`config.mk`:
```
export PLATFORM = sky130hd
export DESIGN_NAME = pe_config_sequencer_flat
export DESIGN_NICKNAME = d
export VERILOG_FILES = /design/src/rtl/pe_cfg_pkg.sv /design/src/rtl/pe_config_sequencer_if.sv /design/src/rtl/pe_cfg_bank.sv /design/src/rtl/pe_config_sequencer.sv /design/src/flat_wrapper.sv
export SDC_FILE = /design/constraint.sdc
export NUM_CORES = 1
export LEC_CHECK = 0
export CAP_MARGIN = 20
export CORE_ASPECT_RATIO = 1.25
export CORE_MARGIN = 1.5
export CORE_UTILIZATION = 27
export DETAILED_ROUTE_END_ITERATION = 16
export SYNTH_ARGS = -nofsm -noshare
export SYNTH_HDL_FRONTEND = slang
export SYNTH_HIERARCHICAL = 1
export SYNTH_SLANG_ARGS = --single-unit
```
`constraint.sdc`:
```
create_clock -name clk -period 3.3 [get_ports clk]
set_input_delay 0.66 -clock clk [delete_from_list [all_inputs] [get_ports clk]]
set_output_delay 0.66 -clock clk [all_outputs]
set_load 0.01 [all_outputs]
```
`src/rtl/pe_cfg_pkg.sv`:
```
// rtl/pe_cfg_pkg.sv - widths, opcodes and instruction field positions for the PE config sequencer
package pe_cfg_pkg;

    localparam int INST_WIDTH      = 64;
    localparam int CONFIG_CMAC     = 16;
    localparam int CONFIG_LOGI     = 9;
    localparam int CONFIG_CORDIC   = 8;
    localparam int CONFIG_DMEM     = 31;
    localparam int CONFIG_ALL      = CONFIG_CMAC + CONFIG_LOGI + CONFIG_CORDIC + CONFIG_DMEM;

    localparam int NUM_INPUTS_CB1  = 14;
    localparam int NUM_OUTPUTS_CB1 = 16;
    localparam int NUM_INPUTS_CB2  = 10;
    localparam int NUM_OUTPUTS_CB2 = 4;
    localparam int CW1             = $clog2(NUM_INPUTS_CB1);
    localparam int CW2             = $clog2(NUM_INPUTS_CB2);
    localparam int CB1_IW          = $clog2(NUM_OUTPUTS_CB1);
    localparam int CB2_IW          = $clog2(NUM_OUTPUTS_CB2);

    // Widest unit word; WR_UNIT hands this many payload LSBs to the bank.
    localparam int UNIT_DW         = CONFIG_DMEM;

    // Instruction field positions.
    localparam int OPC_MSB         = 63;
    localparam int OPC_LSB         = 60;
    localparam int IDX_MSB         = 59;
    localparam int IDX_LSB         = 56;
    localparam int PAY_MSB         = 55;
    localparam int PAY_LSB         = 0;
    localparam int WAIT_MSB        = 15;

    localparam logic [1:0] UNIT_CMAC   = 2'd0;
    localparam logic [1:0] UNIT_LOGI   = 2'd1;
    localparam logic [1:0] UNIT_CORDIC = 2'd2;
    localparam logic [1:0] UNIT_DMEM   = 2'd3;

    typedef enum logic [3:0] {
        OP_NOP     = 4'd0,
        OP_WR_CB1  = 4'd1,
        OP_WR_CB2  = 4'd2,
        OP_WR_UNIT = 4'd3,
        OP_COMMIT  = 4'd4,
        OP_WAIT    = 4'd5
    } opcode_e;

endpackage

```
`src/rtl/pe_config_sequencer_if.sv`:
```
// rtl/pe_config_sequencer_if.sv - instruction handshake between the PE instruction FIFO and the sequencer
interface pe_config_sequencer_if;
    import pe_cfg_pkg::*;

    logic [INST_WIDTH-1:0] inst;
    logic                  inst_valid;
    logic                  inst_ready;

    modport master (output inst, output inst_valid, input inst_ready);
    modport slave  (input inst, input inst_valid, output inst_ready);

endinterface

```
`src/rtl/pe_cfg_bank.sv`:
```
// rtl/pe_cfg_bank.sv - shadow/active config register pair with a write port and a commit strobe
module pe_cfg_bank
    import pe_cfg_pkg::*;
(
    input  logic                              clk,
    input  logic                              rst,
    input  logic                              cb1_we,
    input  logic [CB1_IW-1:0]                 cb1_idx,
    input  logic [CW1-1:0]                    cb1_sel,
    input  logic                              cb2_we,
    input  logic [CB2_IW-1:0]                 cb2_idx,
    input  logic [CW2-1:0]                    cb2_sel,
    input  logic                              unit_we,
    input  logic [1:0]                        unit_idx,
    input  logic [UNIT_DW-1:0]                unit_data,
    input  logic                              commit,
    output logic [CONFIG_ALL-1:0]             config_all,
    output logic [NUM_OUTPUTS_CB1*CW1-1:0]    config_cb1,
    output logic [NUM_OUTPUTS_CB2*CW2-1:0]    config_cb2
);

    logic [CW1-1:0]           sh_cb1 [NUM_OUTPUTS_CB1];
    logic [CW1-1:0]           act_cb1 [NUM_OUTPUTS_CB1];
    logic [CW2-1:0]           sh_cb2 [NUM_OUTPUTS_CB2];
    logic [CW2-1:0]           act_cb2 [NUM_OUTPUTS_CB2];
    logic [CONFIG_CMAC-1:0]   sh_cmac, act_cmac;
    logic [CONFIG_LOGI-1:0]   sh_logi, act_logi;
    logic [CONFIG_CORDIC-1:0] sh_cordic, act_cordic;
    logic [CONFIG_DMEM-1:0]   sh_dmem, act_dmem;

    // Shadow copy: updated by decoded writes, persists across commits.
    always_ff @(posedge clk) begin
        if (rst) begin
            for (int i = 0; i < NUM_OUTPUTS_CB1; i++) sh_cb1[i] <= '0;
            for (int i = 0; i < NUM_OUTPUTS_CB2; i++) sh_cb2[i] <= '0;
            sh_cmac   <= '0;
            sh_logi   <= '0;
            sh_cordic <= '0;
            sh_dmem   <= '0;
        end else begin
            if (cb1_we) sh_cb1[cb1_idx] <= cb1_sel;
            if (cb2_we) sh_cb2[cb2_idx] <= cb2_sel;
            if (unit_we) begin
                case (unit_idx)
                    UNIT_CMAC:   sh_cmac   <= unit_data[CONFIG_CMAC-1:0];
                    UNIT_LOGI:   sh_logi   <= unit_data[CONFIG_LOGI-1:0];
                    UNIT_CORDIC: sh_cordic <= unit_data[CONFIG_CORDIC-1:0];
                    default:     sh_dmem   <= unit_data[CONFIG_DMEM-1:0];
                endcase
            end
        end
    end

    // Active copy: every field takes the shadow value on the same commit edge.
    always_ff @(posedge clk) begin
        if (rst) begin
            for (int i = 0; i < NUM_OUTPUTS_CB1; i++) act_cb1[i] <= '0;
            for (int i = 0; i < NUM_OUTPUTS_CB2; i++) act_cb2[i] <= '0;
            act_cmac   <= '0;
            act_logi   <= '0;
            act_cordic <= '0;
            act_dmem   <= '0;
        end else if (commit) begin
            for (int i = 0; i < NUM_OUTPUTS_CB1; i++) act_cb1[i] <= sh_cb1[i];
            for (int i = 0; i < NUM_OUTPUTS_CB2; i++) act_cb2[i] <= sh_cb2[i];
            act_cmac   <= sh_cmac;
            act_logi   <= sh_logi;
            act_cordic <= sh_cordic;
            act_dmem   <= sh_dmem;
        end
    end

    assign config_all = {act_cmac, act_cordic, act_logi, act_dmem};

    for (genvar g = 0; g < NUM_OUTPUTS_CB1; g++) begin : g_cb1
        assign config_cb1[g*CW1 +: CW1] = act_cb1[g];
    end

    for (genvar g = 0; g < NUM_OUTPUTS_CB2; g++) begin : g_cb2
        assign config_cb2[g*CW2 +: CW2] = act_cb2[g];
    end

endmodule

```
`src/rtl/pe_config_sequencer.sv`:
```
// rtl/pe_config_sequencer.sv - decodes config instructions into a shadow bank and commits it when the datapath is idle
module pe_config_sequencer
    import pe_cfg_pkg::*;
(
    input  logic                              clk,
    input  logic                              rst,
    pe_config_sequencer_if.slave              inst_bus,
    input  logic                              dp_idle,
    output logic [CONFIG_ALL-1:0]             config_all,
    output logic [NUM_OUTPUTS_CB1*CW1-1:0]    config_cb1,
    output logic [NUM_OUTPUTS_CB2*CW2-1:0]    config_cb2,
    output logic                              cfg_valid,
    output logic                              commit_done,
    output logic                              busy,
    output logic                              err
);

    localparam logic [1:0] ST_RUN    = 2'd0;
    localparam logic [1:0] ST_WAIT   = 2'd1;
    localparam logic [1:0] ST_COMMIT = 2'd2;

    logic [1:0]             state;
    logic [WAIT_MSB:0]      cnt;
    logic [3:0]             opc;
    logic [3:0]             idx;
    logic [PAY_MSB:PAY_LSB] pay;
    logic                   accept;
    logic                   cb1_we, cb2_we, unit_we;
    logic                   bad_inst, go_commit, go_wait;
    logic                   commit_strobe;
    logic                   unused_pay;

    assign opc    = inst_bus.inst[OPC_MSB:OPC_LSB];
    assign idx    = inst_bus.inst[IDX_MSB:IDX_LSB];
    assign pay    = inst_bus.inst[PAY_MSB:PAY_LSB];

    // Payload bits above the widest unit word carry no meaning.
    assign unused_pay = ^pay[PAY_MSB:UNIT_DW];

    assign inst_bus.inst_ready = (state == ST_RUN);
    assign accept        = inst_bus.inst_valid && (state == ST_RUN);
    assign busy          = (state != ST_RUN);
    assign commit_strobe = (state == ST_COMMIT) && dp_idle;

    // Decode the accepted instruction into write enables, FSM requests and the illegal flag.
    always_comb begin
        cb1_we    = 1'b0;
        cb2_we    = 1'b0;
        unit_we   = 1'b0;
        bad_inst  = 1'b0;
        go_commit = 1'b0;
        go_wait   = 1'b0;
        if (accept) begin
            case (opc)
                OP_NOP: ;
                OP_WR_CB1: begin
                    if (int'(idx) >= NUM_OUTPUTS_CB1 || int'(pay[CW1-1:0]) >= NUM_INPUTS_CB1)
                        bad_inst = 1'b1;
                    else
                        cb1_we = 1'b1;
                end
                OP_WR_CB2: begin
                    if (int'(idx) >= NUM_OUTPUTS_CB2 || int'(pay[CW2-1:0]) >= NUM_INPUTS_CB2)
                        bad_inst = 1'b1;
                    else
                        cb2_we = 1'b1;
                end
                OP_WR_UNIT: begin
                    if (int'(idx) > int'(UNIT_DMEM))
                        bad_inst = 1'b1;
                    else
                        unit_we = 1'b1;
                end
                OP_COMMIT: go_commit = 1'b1;
                OP_WAIT:   go_wait   = (pay[WAIT_MSB:0] != '0);
                default:   bad_inst  = 1'b1;
            endcase
        end
    end

    // Sequencer FSM: RUN accepts instructions, WAIT counts down, COMMIT holds until the datapath is idle.
    always_ff @(posedge clk) begin
        if (rst) begin
            state       <= ST_RUN;
            cnt         <= '0;
            cfg_valid   <= 1'b0;
            commit_done <= 1'b0;
            err         <= 1'b0;
        end else begin
            commit_done <= 1'b0;
            if (bad_inst) err <= 1'b1;
            case (state)
                ST_RUN: begin
                    if (go_commit) begin
                        state <= ST_COMMIT;
                    end else if (go_wait) begin
                        cnt   <= pay[WAIT_MSB:0];
                        state <= ST_WAIT;
                    end
                end
                ST_WAIT: begin
                    cnt <= cnt - 1'b1;
                    if (cnt == 1) state <= ST_RUN;
                end
                ST_COMMIT: begin
                    if (dp_idle) begin
                        state       <= ST_RUN;
                        commit_done <= 1'b1;
                        cfg_valid   <= 1'b1;
                    end
                end
                default: state <= ST_RUN;
            endcase
        end
    end

    pe_cfg_bank u_bank (
        .clk        (clk),
        .rst        (rst),
        .cb1_we     (cb1_we),
        .cb1_idx    (idx[CB1_IW-1:0]),
        .cb1_sel    (pay[CW1-1:0]),
        .cb2_we     (cb2_we),
        .cb2_idx    (idx[CB2_IW-1:0]),
        .cb2_sel    (pay[CW2-1:0]),
        .unit_we    (unit_we),
        .unit_idx   (idx[1:0]),
        .unit_data  (pay[UNIT_DW-1:0]),
        .commit     (commit_strobe),
        .config_all (config_all),
        .config_cb1 (config_cb1),
        .config_cb2 (config_cb2)
    );

endmodule

```
`src/flat_wrapper.sv`:
```
// flat-port wrapper written by rule: the top's interface ports become plain ports
module pe_config_sequencer_flat import pe_cfg_pkg::*;
  (clk, rst, dp_idle, config_all, config_cb1, config_cb2, cfg_valid, commit_done, busy, err, inst_bus_inst, inst_bus_inst_valid, inst_bus_inst_ready);
  pe_config_sequencer_if inst_bus_i ();
  input  logic clk;
  input  logic rst;
  input  logic dp_idle;
  output logic [CONFIG_ALL-1:0] config_all;
  output logic [NUM_OUTPUTS_CB1*CW1-1:0] config_cb1;
  output logic [NUM_OUTPUTS_CB2*CW2-1:0] config_cb2;
  output logic cfg_valid;
  output logic commit_done;
  output logic busy;
  output logic err;
  input wire logic [$bits(inst_bus_i.inst)-1:0] inst_bus_inst;
  input wire logic [$bits(inst_bus_i.inst_valid)-1:0] inst_bus_inst_valid;
  output wire logic [$bits(inst_bus_i.inst_ready)-1:0] inst_bus_inst_ready;
  assign inst_bus_i.inst = inst_bus_inst;
  assign inst_bus_i.inst_valid = inst_bus_inst_valid;
  assign inst_bus_inst_ready = inst_bus_i.inst_ready;
  pe_config_sequencer u_core (.clk(clk), .rst(rst), .inst_bus(inst_bus_i), .dp_idle(dp_idle), .config_all(config_all), .config_cb1(config_cb1), .config_cb2(config_cb2), .cfg_valid(cfg_valid), .commit_done(commit_done), .busy(busy), .err(err));
endmodule
```
# Yosys cells after proc, flatten, opt, wreduce, memory -nomap -nowiden
# Memories as Yosys holds them, arrays and structs flattened.
# Index checks and enable logic that the tools add are counted.
word_totals:
  out_inout_bits: 149
  mem_count: 4
  reg_bits: 149
  elab_cells: 144
  mem_bits_rw: 160
  in_bits: 68
mem_list:
  columns: ["memory", "words", "width", "read_ports", "rd_clocked_by_memory_dff", "wr", "line", "rtl"]
  rows:
  - ["u_core.u_bank.act_cb1", 16, 4, 16, 0, 16, "pe_cfg_bank.sv:23", "logic [CW1-1:0] act_cb1 [NUM_OUTPUTS_CB1];"]
  - ["u_core.u_bank.sh_cb1", 16, 4, 16, 0, 16, "pe_cfg_bank.sv:22", "logic [CW1-1:0] sh_cb1 [NUM_OUTPUTS_CB1];"]
  - ["u_core.u_bank.act_cb2", 4, 4, 4, 0, 4, "pe_cfg_bank.sv:25", "logic [CW2-1:0] act_cb2 [NUM_OUTPUTS_CB2];"]
  - ["u_core.u_bank.sh_cb2", 4, 4, 4, 0, 4, "pe_cfg_bank.sv:24", "logic [CW2-1:0] sh_cb2 [NUM_OUTPUTS_CB2];"]
op_classes:
  n_eq_ne: 15
  order_cmp: 4
  mux: 64
  bitwise_logic: 22
  n_reduce_logical: 21
  add_sub_neg: 1
op_table:
  columns: ["cell", "n"]
  rows:
  - ["4-bit two-way mux", 23]
  - ["16-bit two-way mux", 2]
  - ["16-bit case mux with 2 select lines", 1]
  - ["1-bit two-way mux", 31]
  - ["1-bit bitwise OR", 20]
  - ["16-bit by 1-bit equality test with 1-bit output (second input constant)", 1]
  - ["16-bit nonzero test", 1]
  - ["16-bit by 1-bit subtractor with 16-bit output (second input constant)", 1]
  - ["2-bit two-way mux", 5]
  - ["2-bit AND reduction", 5]
  - ["4-bit by 2-bit equality test with 1-bit output (second input constant)", 2]
  - ["4-bit by 3-bit equality test with 1-bit output (second input constant)", 2]
  - ["4-bit greater-or-equal comparator (second input constant)", 2]
  - ["4-bit OR reduction", 2]
  - ["2-bit case mux with 3 select lines", 1]
  - ["3-bit AND reduction", 2]
  - ["3-bit OR reduction", 2]
  - ["2-bit by 1-bit equality test with 1-bit output (second input constant)", 2]
  - ["2-bit equality test (second input constant)", 2]
  - ["4-bit by 1-bit equality test with 1-bit output (second input constant)", 1]
  - ["4-bit by 3-bit greater-or-equal comparator with 1-bit output (second input constant)", 1]
  - ["4-bit by 2-bit greater-than comparator with 1-bit output (second input constant)", 1]
  - ["2-bit zero test", 2]
  - ["4-bit zero test", 1]
  - ["9 further kinds", 14]

# Logic depth before layout (Yosys ltp)
depth:
  word_depth: 10
  ltp_mapped: 8
  ltp_nobuf: 6

# Modules after synthesis
# Netlist, hierarchy kept.
by_module_without_submodules:
  columns: ["module", "instances", "seq_area_each_um2", "cells_each", "area_per_inst_um2"]
  rows:
  - ["pe_cfg_bank", 1, 7367.1, 841, 11085.6]
  - ["pe_config_sequencer", 1, 420.4, 189, 1592.8]

# Worst setup path before layout
# OpenSTA, ideal clock, no wires.
synth_path:
  path_type: "register to register"
  start: "register u_core.state[1]"
  end: "memory u_core/u_bank/act_cb1[0][0] in the netlist's numbering (enable)"
  n_path_buf: 3
  t_arrival_ps: 2569
  stages_incl_launch_ff: 6
  setup_ps: 404
  path_slack_ps: 328
  period_less_slack_ps: 2972
  path_cell_list: "dfxtp_1 clkbuf_1 and3b_1 buf_2 buf_2 or2_2"
synth_rtl:
  columns: ["item", "line", "rtl"]
  rows:
  - ["start, declared", "pe_config_sequencer.sv:22", "logic [1:0] state;"]
  - ["start signal, assigned", "pe_config_sequencer.sv:84", "state <= ST_RUN;"]
  - ["start signal, assigned", "pe_config_sequencer.sv:95", "state <= ST_COMMIT;"]
  - ["start signal, assigned", "pe_config_sequencer.sv:98", "state <= ST_WAIT;"]
  - ["end, declared", "pe_cfg_bank.sv:23", null]

==> out/results.txt <==
Status = completed
Worst VDD drop = 0.000388 V
Cells after DPL = 1767
Max-slew violations = 0
Period utilization = 0.817
Remaining DRCs = 0
GRT Util Overall = 0.126
Synth area leader = edfxtp_1
Post-CTS sizing = 0
First-pass GRT wire length = 47100 µm
Setup Viol. Count Final = 0
Max-slew headroom = 0.474
First-pass detailed-route iteration total = 4
Die Span Y = 245 µm
Ranking of synthesized cells by area = edfxtp_1 (38%), dfxtp_1 (24%), mux2i_1 (10%)
Finished Layout Cells = 1830
Top cell type's share of synthesized area = 0.379
Startpoint types = input pin
P_leak = 0.00582 µW
Post-route design area = 0.0165 mm²
GRT Residual Overflow = 0
Largest net degree at the start of global routing = 166
Clock buffer depth = 3
Post-CTS Setup Inserts = 0
EDFF count, synth = 160
Crit path kind = in2reg
Initial Utilization = 0.274
Detail Placement HPWL = 19900 µm
Worst path required time = 3480 ps
Critical-path top delay cell = or4b_4
Mapped Cells = 1030
Antenna viol nets, final = 0
Routed wire per std cell = 16.7 µm
CTS Hold Bufs = 0
I/O Pins = 217
Post-layout power = 8800 µW
CTS tree = done
Mapped Area = 0.0127 mm²
Syn nets = 1100
Initial antenna violation count = 0
Layout Skew = 12.1 ps
Die area = 0.0483 mm²
Dpl ws = 60.6 ps
Via count = 8126
Synth async-reset ratio = 0
Flops & latches, synth = 309
Cts bufs inserted = 35
MaxCap Viol Count = 0
Vias in the first global route = 8057
Clock Root Buffer = clkbuf_16
Min setup slack post-route = 605 ps
Fmax = 0.371 GHz
Area Growth Syn to Fin = 30.4%
Number of synthesis warnings = 6
Total Wirelength = 30500 µm
Clock transition at path regs = 60 ps
Port Buf Inserts = 191
Most frequent cells in the layout = clkdlybuf4s50_1 (190), edfxtp_1 (160), dfxtp_1 (149), mux2i_1 (130), nand2b_1 (103)
Slew of the pin with the lowest slew margin = 788 ps
Skew-Pair Late Insertion Delay = 520 ps
Ant. Diodes = 0
Hold Vio Cnt, Final = 0
Average size of a mapped cell = 12.3 µm²
H-tree depth = 2
Placer Congestion = 0.800
Crit end category = register
CP max stage delay = 610 ps
Sequential cell area fraction in the yosys report = 0.614
Worst path arrival time = 2870 ps
Placement Cell Area = 0.0153 mm²
Vias/cell = 4.44
Final setup TNS = 0 ps
1st-iter DRT viols = 272
RSZ-0062 raised after global routing = no
Crit-path cells = clkdlybuf4s50_1 > nor4b_4 > nor2b_1 > and3_1 > or4b_4 > o21bai_1
Clock sink count = 309
Row count = 88
Die width = 197 µm
Critical path fanouts, max = 10
Pwr dens = 532 mW/mm²
Main synth FF type = edfxtp_1
Core Area = 0.0462 mm²
Min Tclk post-route = 2700 ps
Layout cell share with drive strength beyond 1 = 0.116
Commonest non-fill, non-tap cell in the layout = clkdlybuf4s50_1
Final nets = 1289
Hold Crit Class = reg2reg
Yosys cell types = 65
## state kept, by name, indices dropped and copies added, names as in the netlist
register                  cells
u_core/u_bank/sh_cordic       8
u_core/err                    1
u_core/u_bank/act_cmac       16
u_core/u_bank/sh_dmem        31
u_core/u_bank/act_cordic      8
u_core/u_bank/sh_logi         9
u_core/u_bank/act_cb2        16
u_core/cnt                   16
u_core/cfg_valid              1
u_core/u_bank/act_dmem       31
u_core/state                  2
u_core/u_bank/sh_cmac        16
u_core/u_bank/act_cb1        64
u_core/u_bank/sh_cb2         16
u_core/u_bank/sh_cb1         64
u_core/u_bank/act_logi        9
u_core/commit_done            1
## Yosys cell counts (11+ instances only)
master / n
edfxtp_1: 160
dfxtp_1: 149
mux2i_1: 130
nand2b_1: 103
nor2_1: 87
and2_1: 72
nor3_1: 57
clkbuf_1: 35
nor2b_1: 30
buf_2: 23
nand2_1: 17
o21bai_1: 16
nor3_2: 13
inv_1: 11
## critical path: cells and delay by family
family          cells  cell delay [ps]
compound gates      1              370
buf+inv             1              460
simple gates        4             1370
## per-stage QoR
| stage | util | hold slack [ps] |
|---|---|---|
| after floorplan | - | 446 |
| after global routing | 0.358 | 485 |
| final | 0.358 | 452 |
| after global placement | 0.331 | 440 |
| after detailed placement | 0.331 | 450 |
| after CTS | 0.358 | 458 |
## cells by family after synthesis
kind of cell | Yosys count | share of synthesized area
AOI/OAI and AO/OA | 79 | 0.0503
adders and majority gates | 2 | 0.00197
buffers and inverters | 84 | 0.0310
DFF | 309 | 0.614
muxes | 131 | 0.104
and+or+nand+nor | 425 | 0.199
## routing by layer
| metal | GRT usage | up-vias | share of wire |
|---|---|---|---|
| li1 | - | 3990 | - |
| met1 | 0.150 | 3880 | 0.43 |
| met2 | 0.220 | 203 | 0.50 |
| met3 | 0.0353 | 53 | 0.057 |
| met4 | 0.0379 | 0 | 0.022 |
| met5 | 0 | - | 0 |
## report_power, final
group	total, µW	internal [µW]	switching, µW
Combinational	512	222	290
Sequential	4150	4120	31.3
Clock	4150	2570	1580
## area by class of cell
| type | instances | area, µm² |
|---|---|---|
| multi-input cells | 637 | 4510 |
| inverters | 11 | 41.3 |
| well taps | 585 | 732 |
| repair buffers | 225 | 2230 |
| clock inverters | 21 | 269 |
| flip-flops and latches | 309 | 7790 |
| clock buffers | 42 | 965 |
| fillers | 4568 | 29700 |
## worst paths after layout
check	depth (start not counted)	slack [ps]	endpoint	start
worst max-delay path	6	600	u_core/u_bank/sh_cb1[4][1]$_SDFFCE_PN0P_	inst_bus_inst[63]
worst min-delay path	2	450	u_core/err$_SDFFE_PP0P_	u_core/err$_SDFFE_PP0P_
worst max register to register	5	830	u_core/u_bank/sh_cb1[4][1]$_SDFFCE_PN0P_	u_core/state[0]$_SDFFE_PP0P_
worst min register to register	2	450	u_core/err$_SDFFE_PP0P_	u_core/err$_SDFFE_PP0P_
(Power assumes the default switching activity.)
==> edit: new RTL, same settings <==
Put one more register stage on the output `err`, cleared by the reset. The value now appears one clock later. The other outputs are not delayed to match.
--- a/src/rtl/pe_config_sequencer.sv
+++ b/src/rtl/pe_config_sequencer.sv
@@ -19,4 +19,6 @@
     localparam logic [1:0] ST_WAIT   = 2'd1;
     localparam logic [1:0] ST_COMMIT = 2'd2;
+
+    logic err_s0;
 
     logic [1:0]             state;
@@ -86,8 +88,8 @@
             cfg_valid   <= 1'b0;
             commit_done <= 1'b0;
-            err         <= 1'b0;
+            err_s0      <= 1'b0;
         end else begin
             commit_done <= 1'b0;
-            if (bad_inst) err <= 1'b1;
+            if (bad_inst) err_s0 <= 1'b1;
             case (state)
                 ST_RUN: begin
@@ -133,4 +135,12 @@
     );
 
+    always_ff @(posedge clk) begin
+        if (rst) begin
+            err <= '0;
+        end else begin
+            err <= err_s0;
+        end
+    end
+
 endmodule
 
Function: changed (a bounded check fails within 4 cycles, from zero or initial values and one cycle with rst high).
==> edit against the unedited design <==
Die area shrank 1.6%; sequential power barely moved; sequential cell count up 1; design area is 1.0% lower; core utilization grew 0.30 points; highest routed layer unchanged; wire length fell by 2.7%; largest cell class unchanged; critical path type unchanged; largest power group unchanged; power down 2.1%; worst setup slack worse by 0.094 ns; area after synthesis down 1.6%.
==> edit: results (changes against the unedited design) <==
- Worst Hold Path EP: u_core/cnt[4] (was u_core/err)
- 1st-iter DRT viols: 337 (was 272)
- Post-Route WL: 29.68 mm (was 30.49 mm)
- Crit path from: inst_bus_inst_valid (was inst_bus_inst[63])
- Biggest regs: u_core/u_bank/act_cb1 (64), u_core/u_bank/sh_cb1 (64) (unchanged)
- Hold Startpoint: u_core/cnt[4] (was u_core/err)
- Core box area: 45,390 um^2 (was 46,240 um^2)
- Worst-path fanout max: 7 (was 10)
- R2R setup slack: 0.65 ns (was 0.83 ns)
- CTS buffer count: 34 (was 35)
- Clock skew: 0.01058 ns (was 0.01213 ns)
- Number of global-route vias before repair: 8,055 (was 8,057)
- Clock Path Buffers: 3 (unchanged)
- Worst path arrival time: 2.97 ns (was 2.87 ns)
- Crit path to: u_core/u_bank/sh_cb1[9][1] (was u_core/u_bank/sh_cb1[4][1])
- Ranking of synthesized cells by area: edfxtp_1, dfxtp_1, mux2i_1 (unchanged)
- Placed cell areas: 15,180 um^2 (was 15,300 um^2)
- Worst Hold Class: register to register (unchanged)
- Leakage: 0.005832 uW (was 0.005817 uW)
- Final setup viols: 0 (unchanged)
- Post-synth top cells: edfxtp_1, dfxtp_1, mux2i_1 (unchanged)
- Hold slack: 0.4677 ns (was 0.4519 ns)
- Synth unique cells: 63 (was 65)
- Syn Nets: 1,092 (was 1,100)
- Vias per inst: 4.414 (was 4.440)
- GP Congestion: 0.7560 (was 0.7999)
- Detailed Place HPWL: 19.59 mm (was 19.93 mm)
- First-pass GRT wire length: 45.80 mm (was 47.06 mm)
- Peak VDD IR: 0.3397 mV (was 0.3883 mV)
- Port buffer count: 191 (unchanged)
- Ys Warns: 6 (unchanged)
- Ys async rst share: 0% (unchanged)
- Critical Path Slowest Stage Cell: or4b_1 (was or4b_4)
- Total global-route track usage: 12.45% (was 12.62%)
- Worst-Skew Late Latency: 0.52 ns (about the same)
- 1st-pass router iterations: 4 (unchanged)
- Status: finished, final reports clean (unchanged)
- Largest net degree at the start of global routing: 128 (was 166)
- Worst slew margin: 45.92% (was 47.41%)
- Antenna violations before repair: 0 (unchanged)
- H-tree levels: 2 (unchanged)
- R2R cell count: 7 (was 5)
- RR Startpoint: u_core/state[0] (unchanged)
- Sequential fraction of the synthesis area: 62.58% (was 61.42%)
- NumNets Final: 1,284 (was 1,289)
- Share of layout cells above drive strength 1: 10.33% (was 11.57%)
- FILL cells: 4,398 (was 4,568)
- Post-synth EDFFs: 160 (unchanged)
edit: cell types whose count changed after synthesis, sizes merged, moves of 5 or more:
cell,unedited run,this run
nand3,9,4
o21a,5,0
or3,1,8
o21ai,15,9
edit: cell families after synthesis:
kind of cell,after synthesis,synth area share [%]
buffers and inverters,86,2.999
AND/OR/NAND/NOR,421,19.59
adder cells (fa/ha/maj),2,0.2005
flip-flops,310,62.58
multiplexers,129,10.35
AO/OA/AOI/OAI,74,4.283
edit: routing by layer:
layer  track usage, %  vias to the layer above  wire [um]
met5                0                        -          0
met4            4.423                        0        795
met3            3.475                       45       1782
met2            21.94                      191      14460
met1            14.37                     3822      12640
li1                 -                     3967          -
edit: power by group:
group,total [uW],switching (uW),internal [uW]
sequential,4160,27.5,4130
combinational,481,267,214
clock,3980,1510,2470
total,8620,1810,6810
edit: critical path, delay by kind of cell:
kind                   cells  cell delay, ns
and+or+nand+nor            3            1.24
AOI/OAI and AO/OA          1            0.37
buffers and inverters      2            0.69
edit: cell type report:
type / count / share of cell area [%]
timing repair buffer: 230 / 14.01
tap: 578 / 4.418
clock inverter: 12 / 1.001
inverter: 12 / 0.2752
antenna: 1 / 0.01529
multi-input combinational: 626 / 26.34
sequential: 310 / 47.70
clock buffer: 49 / 6.238
edit: per-stage QoR:
stage / util [%] / instances / setup slack, ns / total power [uW]
2_1_floorplan: - / 1022 / 0.4354 / 4473
3_3_place_gp: 33.44 / 1756 / -0.1174 / 4720
3_5_place_dp: 33.44 / 1756 / -0.08351 / 4728
4_1_cts: 36.05 / 1817 / 0.4833 / 8760
5_1_grt: 36.05 / 1817 / 0.3240 / 8933
6_report: 36.06 / 1818 / 0.5109 / 8616
